--- src/rtl/bcd_seg7_scanner.sv ---
// Time-multiplexed common-anode 7-segment scanner: BCD decode, leading-zero blanking, per-frame snapshot.
// Latency: outputs are registered and follow a digit-index change one clk later; new inputs appear at the next frame.
// Backpressure: none; en=0 freezes the scan state and blanks the display on the next edge.
module bcd_seg7_scanner #(
    parameter int NUM_DIGITS = 4,
    parameter int PRESCALE   = 1000,
    parameter int LZB_EN     = 1
) (
    input  logic                    clk,
    input  logic                    rst_n,
    input  logic                    en,
    input  logic [4*NUM_DIGITS-1:0] digits_in,
    input  logic [NUM_DIGITS-1:0]   dp_in,
    output logic [NUM_DIGITS-1:0]   an_n,
    output logic [6:0]              seg_n,
    output logic                    dp_n,
    output logic                    frame_start
);

    localparam int PW = (PRESCALE > 1) ? $clog2(PRESCALE) : 1;
    localparam int IW = (NUM_DIGITS > 1) ? $clog2(NUM_DIGITS) : 1;
    localparam logic [PW-1:0] PRE_MAX = PW'(PRESCALE - 1);
    localparam logic [IW-1:0] IDX_MAX = IW'(NUM_DIGITS - 1);

    logic [PW-1:0]                 pre_cnt;
    logic [IW-1:0]                 idx;
    logic [NUM_DIGITS-1:0][3:0]    shadow_dig;
    logic [NUM_DIGITS-1:0]         shadow_dp;
    logic [NUM_DIGITS-1:0]         blank;
    logic                          tick;
    logic                          snap;
    logic                          zero_above;

    assign tick = (pre_cnt == PRE_MAX) & en;
    assign snap = tick & (idx == IDX_MAX);

    // Segment pattern {g,f,e,d,c,b,a}, active low; non-BCD codes show a dash.
    function automatic logic [6:0] seg_decode(input logic [3:0] d);
        case (d)
            4'd0:    seg_decode = 7'b1000000;
            4'd1:    seg_decode = 7'b1111001;
            4'd2:    seg_decode = 7'b0100100;
            4'd3:    seg_decode = 7'b0110000;
            4'd4:    seg_decode = 7'b0011001;
            4'd5:    seg_decode = 7'b0010010;
            4'd6:    seg_decode = 7'b0000010;
            4'd7:    seg_decode = 7'b1111000;
            4'd8:    seg_decode = 7'b0000000;
            4'd9:    seg_decode = 7'b0010000;
            default: seg_decode = 7'b0111111;
        endcase
    endfunction

    // Slot prescaler and digit index; both hold while disabled.
    always_ff @(posedge clk or negedge rst_n) begin
        if (!rst_n) begin
            pre_cnt <= '0;
            idx     <= '0;
        end else if (en) begin
            pre_cnt <= (pre_cnt == PRE_MAX) ? '0 : pre_cnt + 1'b1;
            if (tick)
                idx <= (idx == IDX_MAX) ? '0 : idx + 1'b1;
        end
    end

    // Frame snapshot: digits/dp are captured only at the frame boundary so a frame is never mixed.
    always_ff @(posedge clk or negedge rst_n) begin
        if (!rst_n) begin
            shadow_dig  <= '0;
            shadow_dp   <= '0;
            frame_start <= 1'b0;
        end else begin
            frame_start <= snap;
            if (snap) begin
                shadow_dig <= digits_in;
                shadow_dp  <= dp_in;
            end
        end
    end

    // Leading-zero mask: digit i>0 blanks while it and everything above it is zero with no dp.
    always_comb begin
        blank      = '0;
        zero_above = 1'b1;
        for (int i = NUM_DIGITS - 1; i >= 1; i--) begin
            zero_above = zero_above & (shadow_dig[i] == 4'd0) & ~shadow_dp[i];
            blank[i]   = (LZB_EN != 0) & zero_above;
        end
    end

    // Registered display drive from the current index and snapshot.
    always_ff @(posedge clk or negedge rst_n) begin
        if (!rst_n) begin
            an_n  <= '1;
            seg_n <= 7'h7F;
            dp_n  <= 1'b1;
        end else if (!en || blank[idx]) begin
            an_n  <= '1;
            seg_n <= 7'h7F;
            dp_n  <= 1'b1;
        end else begin
            an_n  <= ~(NUM_DIGITS'(1) << idx);
            seg_n <= seg_decode(shadow_dig[idx]);
            dp_n  <= ~shadow_dp[idx];
        end
    end

endmodule
--- config.mk ---
export PLATFORM = sky130hd
export DESIGN_NAME = bcd_seg7_scanner
export DESIGN_NICKNAME = d
export VERILOG_FILES = /design/src/rtl/bcd_seg7_scanner.sv
export SDC_FILE = /design/constraint.sdc
export NUM_CORES = 1
export LEC_CHECK = 0
export ABC_AREA = 0
export CAP_MARGIN = 20
export CORE_MARGIN = 5
export CORE_UTILIZATION = 45
export DETAILED_ROUTE_END_ITERATION = 6
export GPL_ROUTABILITY_DRIVEN = 0
export PLACE_DENSITY = 0.72
export RECOVER_POWER = 50
export SETUP_SLACK_MARGIN = 0.3
export SYNTH_ARGS = -nofsm -noshare
export SYNTH_HDL_FRONTEND = slang
export SYNTH_SLANG_ARGS = --single-unit
--- constraint.sdc ---
create_clock -name clk -period 1.6 [get_ports clk]
set_input_delay 0.32 -clock clk [delete_from_list [all_inputs] [get_ports clk]]
set_output_delay 0.32 -clock clk [all_outputs]
set_load 0.02 [all_outputs]
==> impl_metrics.toml <==
[routing]
via_per_inst = 4.82
wl_per_cell_um = 14.2
vias = 1596
drtIter0Drc = 55
first_pass_iters = 4
wirelength_mm = 4.70
drtAntennaViolNets = 0
drc = 0

[global_routing]
antenna_found_initial = 0
grt_pass1_wl_mm = 7.47
gr-total-overflow = 0
grt_pass1_vias = 1590
grt_usage_pct = 15.4
grt_max_degree = 19

[worst_setup_path]
cp_max_fo = 10
endpoint_kind = "flop"
crit_path_start_kind = "flop"
critical_path_arrival_ns = 1.98
worstSetupPathType = "reg -> reg"
cp_cell_sequence = "ha_2, nand4b_1, or3_4, nor2_8, nand2_4, mux2_4"
max_stage_delay_ns = 0.37
required_ns = 1.79
slowest_stage = "dfrtp_1"

[place]
dp_slack_ns = -0.247
dpl-instance-area_um2 = 2860
portBuffers = 35
post-dp-hpwl_mm = 3.05
dp_cells = 300

[logic_synthesis]
syn_avg_cell_area_um2 = 12.6
synth.most_common_cell = "dfrtp_1"
synth_edf_count = 0
synth.distinct_cells = 34
synth_area_leaders = "dfrtp_1 38%, dfstp_2 14%, mux2_4 13%"
yosys.area.top_type = "dfrtp_1"
ys_ff_latch = 45
syn_area_um2 = 2190
netlist_top_cells_count = "33 x dfrtp_1, 19 x mux2_4, 16 x nand2_1, 14 x nor2_1, 12 x dfstp_2"
async_reset_ff_share_pct = 100
yosys_warnings = 0
synth_nets = 206
yosysTopAreaCellShare_pct = 37.7
synth_ff_type = "dfrtp_1"
syn_inst = 173
yosysSeqAreaShare_pct = 52.1

[power]
seq_power_share_pct = 52.7
power.share.clock_pct = 28.4
sw_frac_of_total_pct = 25.9
p_switching_uw = 625
power_density_nw_per_um2 = 736
ir_worst_vdd_mv = 0.404
p_int_mw = 1.79
p_leak_nw = 1.56
pwr-share-comb_pct = 18.9

[finish]
nets = 296
finalInstanceArea_um2 = 3280
fin_cells = 331
final_layout_size_suffix_gt1_share_pct = 54.5
synthToLayoutAreaGrowth_pct = 49.7
diodes = 0

[sta]
setup_ws_ns = -0.193
maxSlewViolCount = 0
finalCritPeriodShare_pct = 112
maxSlewHeadroom_pct = 36.2
period_minus_slack_ns = 1.79
rsz0062_at_grt = "yes"
tightestPinTransition_ns = 0.957
finalSetupViolCount = 38
clock_skew_ns = 0.00754
hold_viol = 0
fmax_mhz = 558

[floorplanning]
die_w_um = 79.7
start_util_pct = 46.3
core-area_um2 = 4720
boundaryPins = 36
die_area_um2 = 6360
num_rows = 25
die_h_um = 79.7

[flow_run]
maxCapViolCount = 0

[clocking]
clk_pin_slew_ns = 0.08
cts_tree = "built"
clk_latency_ns = 0.30
clkSinkCount = 45
clock_tree.buffer_depth = 2
root_buffer = "clkbuf_8"
cts.htree.levels = 2
cts_buffers = 5

[outcome]
status = "finished with violations"
failed_checks = "negative setup slack"

[min_path]
hp-class = "reg -> reg"
-- power groups by stage --
stage	combinational [mW]	sequential (mW)	clock [mW]
after floorplan	0.130	1.32	0
after global placement	0.395	1.29	0
after detailed placement	0.404	1.29	0
after CTS	0.422	1.27	0.712
after global routing	0.501	1.29	0.755
final	0.454	1.27	0.685
-- critical path, delay by kind of cell (launching register included) --
family | cells | cell delay (ns)
flops | 1 | 0.37
simple gates | 4 | 0.78
fa+ha+maj | 1 | 0.19
mux | 1 | 0.34
-- logic make-up (layout without fill, tap and decap cells) --
logic type	Yosys count	after routing	share of synthesized area [%]
AO/OA/AOI/OAI	18	18	4.57
adder cells (fa/ha/maj)	10	10	5.72
AND/OR/NAND/NOR	51	52	12.1
multiplexers	26	27	19.2
XOR/XNOR	7	7	2.80
buffers and inverters	16	105	3.49
flip-flops	45	45	52.1
-- path summary, 6_finish.rpt --
check / start / endpoint / slack (ns) / cells past startpoint
setup / recovery: pre_cnt[1]$_DFFE_PN0P_ / shadow_dig[8]$_DFFE_PN0P_ / -0.19 / 6
hold / removal: shadow_dig[0]$_DFFE_PN0P_ / shadow_dig[0]$_DFFE_PN0P_ / 0.53 / 1
setup reg to reg: pre_cnt[1]$_DFFE_PN0P_ / shadow_dig[8]$_DFFE_PN0P_ / -0.19 / 6
hold reg to reg: shadow_dig[0]$_DFFE_PN0P_ / shadow_dig[0]$_DFFE_PN0P_ / 0.53 / 1
max in group asynchronous: rst_n / shadow_dig[10]$_DFFE_PN0P_ / 0.12 / 3
min in group asynchronous: rst_n / pre_cnt[6]$_DFFE_PN0P_ / 0.67 / 2
-- metal layers --
metal | up-vias | wire length, µm | share of wire, % | track usage, %
li1 | 784 | - | - | -
met1 | 776 | 2150 | 46 | 19.5
met2 | 31 | 2290 | 49 | 25.5
met3 | 5 | 200 | 4.3 | 3.84
met4 | 0 | 68 | 1.4 | 5.91
met5 | - | 0 | 0 | 0
-- cell type report --
type / instances / area (µm²)
clock buffers: 5 / 68.8
clock inverters: 3 / 17.5
fillers: 348 / 1450
inverters: 10 / 42.5
multi-input cells: 114 / 1150
flip-flops and latches: 45 / 1150
well taps: 67 / 83.8
repair buffers: 87 / 764
-- registers in the layout, indices dropped and copies added, names as in the netlist --
register,count
shadow_dp,4
idx,2
frame_start,1
pre_cnt,10
an_n,4
dp_n,1
shadow_dig,16
seg_n,7
-- placed cells by master, fill, tap and decap left out, drive strengths merged, types with 5 or more instances in the layout --
cell | netlist | final
inv | 10 | 10
buf | 3 | 63
nand2 | 17 | 18
mux2 | 20 | 20
dfstp | 12 | 12
o21ai | 9 | 9
clkbuf | 3 | 7
nand4 | 5 | 5
clkdlybuf4s50 | 0 | 21
dfrtp | 33 | 33
nor2 | 15 | 15
ha | 10 | 10
mux4 | 5 | 6
-- timing repair --
action	CTS	global route
pin swaps	9	13
gates resized for setup	75	35
hold endpoints to repair	15	0
gates cloned	2	1
buffers inserted	9	10
hold buffers	1	0
endpoints found under the setup margin	56	56
-- metrics by stage --
step	hold slack, ns	util (%)	TNS (ns)	total power, mW
floorplan	0.0244	-	-3.77	1.45
global placement	0.265	60.6	-5.30	1.68
detailed placement	0.270	60.6	-5.84	1.69
CTS	0.478	65.2	-3.78	2.40
global route	0.534	69.4	-9.85	2.54
finish	0.525	69.4	-4.88	2.41
No activity file was read; power rests on OpenSTA's default activity.
